[config.mk]
export PLATFORM = sky130hd
export DESIGN_NAME = ksa_shuffle_fsm
export DESIGN_NICKNAME = d
export VERILOG_FILES = /design/src/rtl/ksa_shuffle_fsm.sv
export SDC_FILE = /design/constraint.sdc
export NUM_CORES = 1
export LEC_CHECK = 0
export ABC_AREA = 1
export ABC_CLOCK_PERIOD_IN_PS = 4600
export BUFFER_PORTS_ARGS = -buffer_cell sky130_fd_sc_hd__buf_4
export CAP_MARGIN = 10
export CORE_ASPECT_RATIO = 0.9
export CORE_MARGIN = 3
export CORE_UTILIZATION = 50
export DETAILED_ROUTE_END_ITERATION = 8
export PLACE_DENSITY = 0.84
export SYNTH_ARGS = -nofsm -noshare
export SYNTH_HDL_FRONTEND = slang
export SYNTH_SLANG_ARGS = --single-unit
[constraint.sdc]
create_clock -name clk -period 4.6 [get_ports clk]
set_input_delay 0.46 -clock clk [delete_from_list [all_inputs] [get_ports clk]]
set_output_delay 0.46 -clock clk [all_outputs]
set_load 0.03 [all_outputs]
[src/rtl/ksa_shuffle_fsm.sv]
// RC4 key-scheduling stage: swaps S[i] and S[j] through a single-port synchronous RAM.
// Optional build macro KSA_SKIP_SELF_SWAP_EN skips both writes when i == j.
module ksa_shuffle_fsm #(
  parameter int KEY_LENGTH = 3,
  parameter int MEM_DEPTH  = 256
) (
  input  logic                    clk,
  input  logic                    reset_n,
  input  logic                    start,
  input  logic [8*KEY_LENGTH-1:0] secret_key,
  input  logic [7:0]              q,
  output logic                    finish,
  output logic                    write_enable,
  output logic [7:0]              address,
  output logic [7:0]              write_data
);

  localparam int              KW     = (KEY_LENGTH > 1) ? $clog2(KEY_LENGTH) : 1;
  localparam logic [7:0]      I_LAST = 8'(MEM_DEPTH - 1);
  localparam logic [KW-1:0]   K_LAST = KW'(KEY_LENGTH - 1);

  typedef enum logic [3:0] {
    IDLE, READ_SI, WAIT_SI, READ_SJ, WAIT_SJ, WRITE_SI, WRITE_SJ, INCR, FINISH
  } state_t;

  state_t                  state_q, state_d;
  logic [7:0]              i_q, i_d, j_q, j_d, si_q, si_d, sj_q, sj_d;
  logic [KW-1:0]           kidx_q, kidx_d;
  logic [8*KEY_LENGTH-1:0] key_q, key_d;
  logic [7:0]              key_byte;

  // Key byte 0 sits in the most significant byte of the latched key.
  always_comb begin
    key_byte = '0;
    for (int k = 0; k < KEY_LENGTH; k++) begin
      if (kidx_q == KW'(k)) key_byte = key_q[8*(KEY_LENGTH-1-k) +: 8];
    end
  end

  always_ff @(posedge clk or negedge reset_n) begin
    if (!reset_n) begin
      state_q <= IDLE;
      i_q     <= '0;
      j_q     <= '0;
      si_q    <= '0;
      sj_q    <= '0;
      kidx_q  <= '0;
      key_q   <= '0;
    end else begin
      state_q <= state_d;
      i_q     <= i_d;
      j_q     <= j_d;
      si_q    <= si_d;
      sj_q    <= sj_d;
      kidx_q  <= kidx_d;
      key_q   <= key_d;
    end
  end

  always_comb begin
    state_d = state_q;
    i_d     = i_q;
    j_d     = j_q;
    si_d    = si_q;
    sj_d    = sj_q;
    kidx_d  = kidx_q;
    key_d   = key_q;
    case (state_q)
      IDLE: begin
        if (start) begin
          key_d   = secret_key;
          i_d     = '0;
          j_d     = '0;
          kidx_d  = '0;
          state_d = READ_SI;
        end
      end
      READ_SI: state_d = WAIT_SI;
      WAIT_SI: begin
        si_d    = q;
        j_d     = j_q + q + key_byte;
        state_d = READ_SJ;
      end
      READ_SJ: state_d = WAIT_SJ;
      WAIT_SJ: begin
        sj_d = q;
`ifdef KSA_SKIP_SELF_SWAP_EN
        state_d = (i_q == j_q) ? INCR : WRITE_SI;
`else
        state_d = WRITE_SI;
`endif
      end
      WRITE_SI: state_d = WRITE_SJ;
      WRITE_SJ: state_d = INCR;
      INCR: begin
        if (i_q == I_LAST) begin
          state_d = FINISH;
        end else begin
          i_d     = i_q + 8'd1;
          kidx_d  = (kidx_q == K_LAST) ? '0 : kidx_q + 1'b1;
          state_d = READ_SI;
        end
      end
      FINISH:  state_d = IDLE;
      default: state_d = IDLE;
    endcase
  end

  // Outputs decode registered state only, so reset clears them at once.
  always_comb begin
    finish       = 1'b0;
    write_enable = 1'b0;
    address      = '0;
    write_data   = '0;
    case (state_q)
      READ_SI, WAIT_SI: address = i_q;
      READ_SJ, WAIT_SJ: address = j_q;
      WRITE_SI: begin
        address      = i_q;
        write_data   = sj_q;
        write_enable = 1'b1;
      end
      WRITE_SJ: begin
        address      = j_q;
        write_data   = si_q;
        write_enable = 1'b1;
      end
      FINISH:  finish = 1'b1;
      default: ;
    endcase
  end

endmodule

# == Word level (Yosys, flattened, before mapping) ==
# Cells that the tools add are included.
# word_totals
out_inout_bits,18
wordCells,52
register_bits,62
inputBits,35
# classes
eq_ne,13
add_sub_neg,4
n_reduce_logical,10
muxes,18
# ops
cell,count
one-hot mux 8 bit (2 select lines),4
2-to-1 mux 8 bit,5
one-hot mux 4 bit (8 select lines),1
adder 8 bit,2
"== test 4 x 3 -> 1 bit, second input constant",4
"adder 8 x 1 -> 8 bit, second input constant",1
"== test 4 x 2 -> 1 bit, second input constant",2
"== test 8 bit, second input constant",1
2-to-1 mux 4 bit,2
2-to-1 mux 2 bit,3
OR reduction 3 bit,2
"== test 4 x 1 -> 1 bit, second input constant",1
"== test 4 bit, second input constant",1
zero test 4 bit,1
"!= test 2 bit, second input constant",2
one-hot mux 2 bit (2 select lines),1
AND reduction 2 bit,2
nonzero test 2 bit,2
AND reduction 3 bit,1
"adder 2 x 1 -> 2 bit, second input constant",1
"== test 2 x 1 -> 1 bit, second input constant",1
"== test 2 bit, second input constant",1
zero test 2 bit,1
2-to-1 mux 1 bit,2
OR reduction 2 bit,1

# == Logic depth before layout (Yosys ltp) ==
# depth
ltp_word,6
ltp_mapped,15
depth_no_buf,15

# == Worst setup path before layout ==
# No wires, ideal clock.
# synth_timing
kind,reg-to-reg
startpoint,reg kidx_q[1]
endpoint,reg j_q[7]
setup_time_ns,0.118
period_less_slack_ns,2.372
t_required_ns,4.482
path_stages_with_launch,15
t_arrival_ns,2.254
setup_slack_ns,2.228
path_cell_list,dfrtp_1 inv_1 nor2_1 nand2_1 nand3_1 fa_1 ha_1 inv_1 fa_1 nor3_1 nor2_1 inv_1 nand2_1 nand3_1 nand2_1
# synth_via
elab_chain_cells,6
elab_cells_between_ends,8
# synth_lines
element,line,text
"start, declared",28,"logic [KW-1:0] kidx_q, kidx_d;"
"start signal, assigned",55,kidx_q <= kidx_d;
zero test 2 bit,36,if (kidx_q == KW'(k)) key_byte = key_q[8*(KEY_LENGTH-1-k) +: 8];
2-to-1 mux 8 bit (2 in a row),36,
2-to-1 mux 8 bit (*),36,
adder 8 bit (*),81,j_d = j_q + q + key_byte;
one-hot mux 8 bit (2 select lines) (*),68,case (state_q)
"end signal, assigned",52,j_q <= j_d;
"end, declared",27,"logic [7:0] i_q, i_d, j_q, j_d, si_q, si_d, sj_q, sj_d;"
# Mark *: on every way between the ends. The rest lies on a longest branch, timed or not.
# A chain may end at the register's enable or synchronous reset.

# == Worst setup path after layout ==
# layout_timing
startpoint,reg state_q[0]
endpoint,out address[4]
# layout_via
elab_chain_cells,3
elab_cells_between_ends,9
# layout_lines
element,line,text
"start, declared",26,"state_t state_q, state_d;"
"start signal, assigned",50,state_q <= state_d;
== test 4 x 3 -> 1 bit (tied with other cells),115,case (state_q)
OR reduction 3 bit (no line),n/a,
one-hot mux 8 bit (2 select lines) (*),115,
"end, declared",14,"output logic [7:0] address,"
# Marked as above.

==> results.py <==
metrics = {
    "final_layout": {
        "nets": 520,
        "diodes": 0,
        "drive_gt1_share_pct": 18.86,
        "syn2layout_area_growth_pct": 17.96,
    },
    "die": {
        "die_area_mm2": 0.007858,
        "row_count": 27,
        "core_area_mm2": 0.006351,
        "initial_core_util_pct": 53.76,
        "die_y_um": 84.40,
        "io_pins": 53,
        "die_w_um": 93.11,
    },
    "routing": {
        "drtAntennaViolNets": 0,
        "wl_per_cell_um": 14.30,
        "viasPerCell": 5.360,
        "drtIter0Drc": 152,
        "drc": 0,
        "vias": 2996,
        "wl_um": 7994,
        "first_pass_iters": 5,
    },
    "grt": {
        "grt_start_max_net_pins": 63,
        "met3_usage_pct": 7.437,
        "grt_overflow": 0,
        "grt_usage_pct": 21.51,
        "top_usage_layer": "met2",
        "antenna_found_initial": 0,
        "gr-usage-met2_pct": 31.59,
        "grt_pass1_wl_um": 13340,
        "grt_pass1_vias": 2827,
        "met1_usage_pct": 30.10,
    },
    "timing": {
        "skew_ns": 0.008011,
        "setup_viol": 0,
        "max_slew.worst_pin.slew_ns": 0.7670,
        "min_period_ns": 2.811,
        "drv_slew": 0,
        "rsz0062_at_grt": "false",
        "finalHoldViolCount": 0,
        "tns_ns": 0,
        "min_period_over_period_pct": 61.12,
        "slew_headroom_pct": 48.87,
        "fmax_ghz": 0.3557,
    },
    "yosys": {
        "synth_top_cell_by_area": "dfrtp_1",
        "syn-instance-count": 415,
        "ys_types": 31,
        "syn_avg_cell_area_um2": 8.228,
        "yosysSeqAreaShare_pct": 45.44,
        "synth_warnings": 0,
        "ys_ff_latch": 62,
        "synth_area_leaders": "dfrtp_1 (45%), nand2_1 (16%), inv_1 (5.7%), fa_1 (4.7%), o21ai_0 (3.8%)",
        "synth_area_mm2": 0.003415,
        "synth.net_count": 465,
        "yosysTopAreaCellShare_pct": 45.44,
    },
    "setup_path": {
        "crit_family": "simple AND/OR/NAND/NOR gates",
        "crit_type": "flop to primary output",
        "r2r_cells": 14,
        "slowest_stage": "dfrtp_1",
        "cp-endpoint": "address[4]",
        "worst_setup_path_start_kind": "flop",
        "cp_max_fo": 22,
        "critPathRequiredTime_ns": 4.14,
        "critPathBufInv": 2,
        "r2r-end": "j_q[7]",
        "crit_cells": 6,
        "worstPathArrival_ns": 2.35,
        "critical_path.max_stage_delay_ns": 0.46,
        "r2r-start": "kidx_q[1]",
        "endpoint_kind": "primary output",
        "cp_cell_sequence": "nor2_2 > nand2_2 > inv_1 > a211oi_4 > o22ai_1 > buf_4",
        "r2r_setup_slack_ns": 1.97,
        "cp-startpoint": "state_q[0]",
    },
    "hold_path": {
        "hp-class": "primary input to async pin",
    },
    "power_and_ir_drop": {
        "ir_drop_mv": 0.2775,
        "pwr-share-comb_pct": 53.2,
        "power_w": 0.002883,
        "p_clk_share_pct": 14.2,
        "power_switching_share_pct": 46.39,
        "p_per_area_mw_per_mm2": 715.7,
        "power.leakage_nw": 2.138,
        "p_int_w": 0.001545,
        "seq_power_share_pct": 32.6,
        "p_sw_w": 0.001337,
    },
    "clock_tree": {
        "cts_buffers": 9,
        "cts_tree": "built",
        "clk_path_buf_depth": 2,
        "cts-hold-fix-buffers": 0,
        "post_cts_resized": 0,
        "cts-htree-levels": 3,
        "path_clk_slew_ns": 0.06,
        "cts_setup_buffers": 0,
        "clock_tree.root_cell": "clkbuf_8",
        "cts.sinks": 62,
        "clk_latency_ns": 0.34,
    },
    "placement": {
        "port-buffer-count": 52,
        "place_hpwl_um": 5972,
        "gp_congestion": 0.9785,
    },
    "status": {
        "status": "finished, final reports clean",
    },
    "job": {
        "cap_violations": 0,
    },
}
[cell usage in the layout, fill, tap and decap left out]
cell type and count:
a211oi_4 1, a21o_1 1, a21oi_1 6, a32o_1 8, buf_4 52, clkbuf_8 11
clkinv_2 2, dfrtp_1 62, fa_1 8, ha_1 7, inv_1 52, inv_2 2
inv_4 1, nand2_1 149, nand2_2 5, nand2_4 2, nand3_1 23, nand4_1 4
nor2_1 16, nor2_2 1, nor2_4 3, nor2_8 1, nor3_1 3, o21ai_0 26
o21ai_2 6, o21bai_1 1, o22ai_1 12, o31ai_1 1, o32ai_2 1, or2_4 1
xor2_1 4
[sequential cells by signal, indices dropped and copies added (netlist names)]
name,cells
i_q,8
sj_q,8
si_q,8
state_q,4
key_q,24
kidx_q,2
j_q,8
[metal layers]
| layer | up-vias | wire length (um) |
|---|---|---|
| li1 | 1437 | - |
| met1 | 1408 | 3612 |
| met5 | - | 0 |
| met2 | 135 | 3586 |
| met3 | 16 | 652 |
| met4 | 0 | 144 |
[per-stage QoR]
stage,cells,utilization [%],hold slack (ns),worst slack [ns],area (um2)
floorplan,415,-,0.1644,2.228,3415
global placement,546,60.87,0.4637,2.073,3866
detailed placement,546,60.87,0.4667,2.023,3866
CTS,559,63.42,0.2215,1.818,4028
global route,559,63.42,0.2547,1.555,4028
finish,559,63.42,0.1786,1.789,4028
[synthesized netlist by cell type]
cell type,instances
nand2_1,149
dfrtp_1,62
inv_1,52
o21ai_0,26
nand3_1,23
nor2_1,16
o22ai_1,12
a32o_1,8
fa_1,8
ha_1,7
a21oi_1,6
o21ai_2,6
buf_2,5
nand2_2,5
nand4_1,4
xor2_1,4
nor2_4,3
nor3_1,3
clkbuf_1,2
inv_2,2
nand2_4,2
a211oi_4,1
a21o_1,1
buf_8,1
inv_4,1
nor2_2,1
nor2_8,1
o21bai_1,1
o31ai_1,1
o32ai_2,1
or2_4,1
[worst min-delay path by stage]
stage	startpoint	to	slack, ns	depth (start not counted)
after floorplan	reset_n	i_q[0]	0.16	0
after global placement	key_q[8]	key_q[8]	0.46	2
after detailed placement	key_q[8]	key_q[8]	0.47	2
after CTS	reset_n	sj_q[6]	0.22	1
after global routing	reset_n	j_q[5]	0.25	1
final	reset_n	sj_q[2]	0.18	1
[logic make-up after synthesis]
| family | synth area share (%) |
|---|---|
| buf+inv | 7.512 |
| simple gates | 26.27 |
| xor+xnor | 1.026 |
| compound gates | 12.50 |
| fa+ha+maj | 7.255 |
| flops | 45.44 |
[final cells by class]
cell class,instances,area [um2]
Fill cell,552,2323
Multi-Input combinational cell,290,1607
Sequential cell,62,1551
Timing Repair Buffer,52,390.4
Inverter,55,209.0
Clock buffer,11,151.4
Tap cell,87,108.9
Clock inverter,2,10.01
[power groups by stage]
stage	registers, W	clock network, W	logic [W]
after detailed placement	0.000942	0	0.00152
final	0.000940	0.000409	0.00153
after floorplan	0.000899	0	0.00116
after global routing	0.000963	0.000449	0.00171
after CTS	0.000935	0.000418	0.00152
after global placement	0.000935	0	0.00145
[worst register-to-register path, stage by stage, from the launching register on]
cell and delay, ns:
dfrtp_1 0.40, inv_1 0.12, nor2_1 0.14, nand2_1 0.09
nand3_1 0.08, fa_1 0.50, ha_1 0.18, inv_1 0.08
fa_1 0.42, nor3_1 0.22, nor2_1 0.09, inv_1 0.05
nand2_1 0.04, nand3_1 0.06, nand2_1 0.05
No activity file was read; power rests on OpenSTA's default activity.
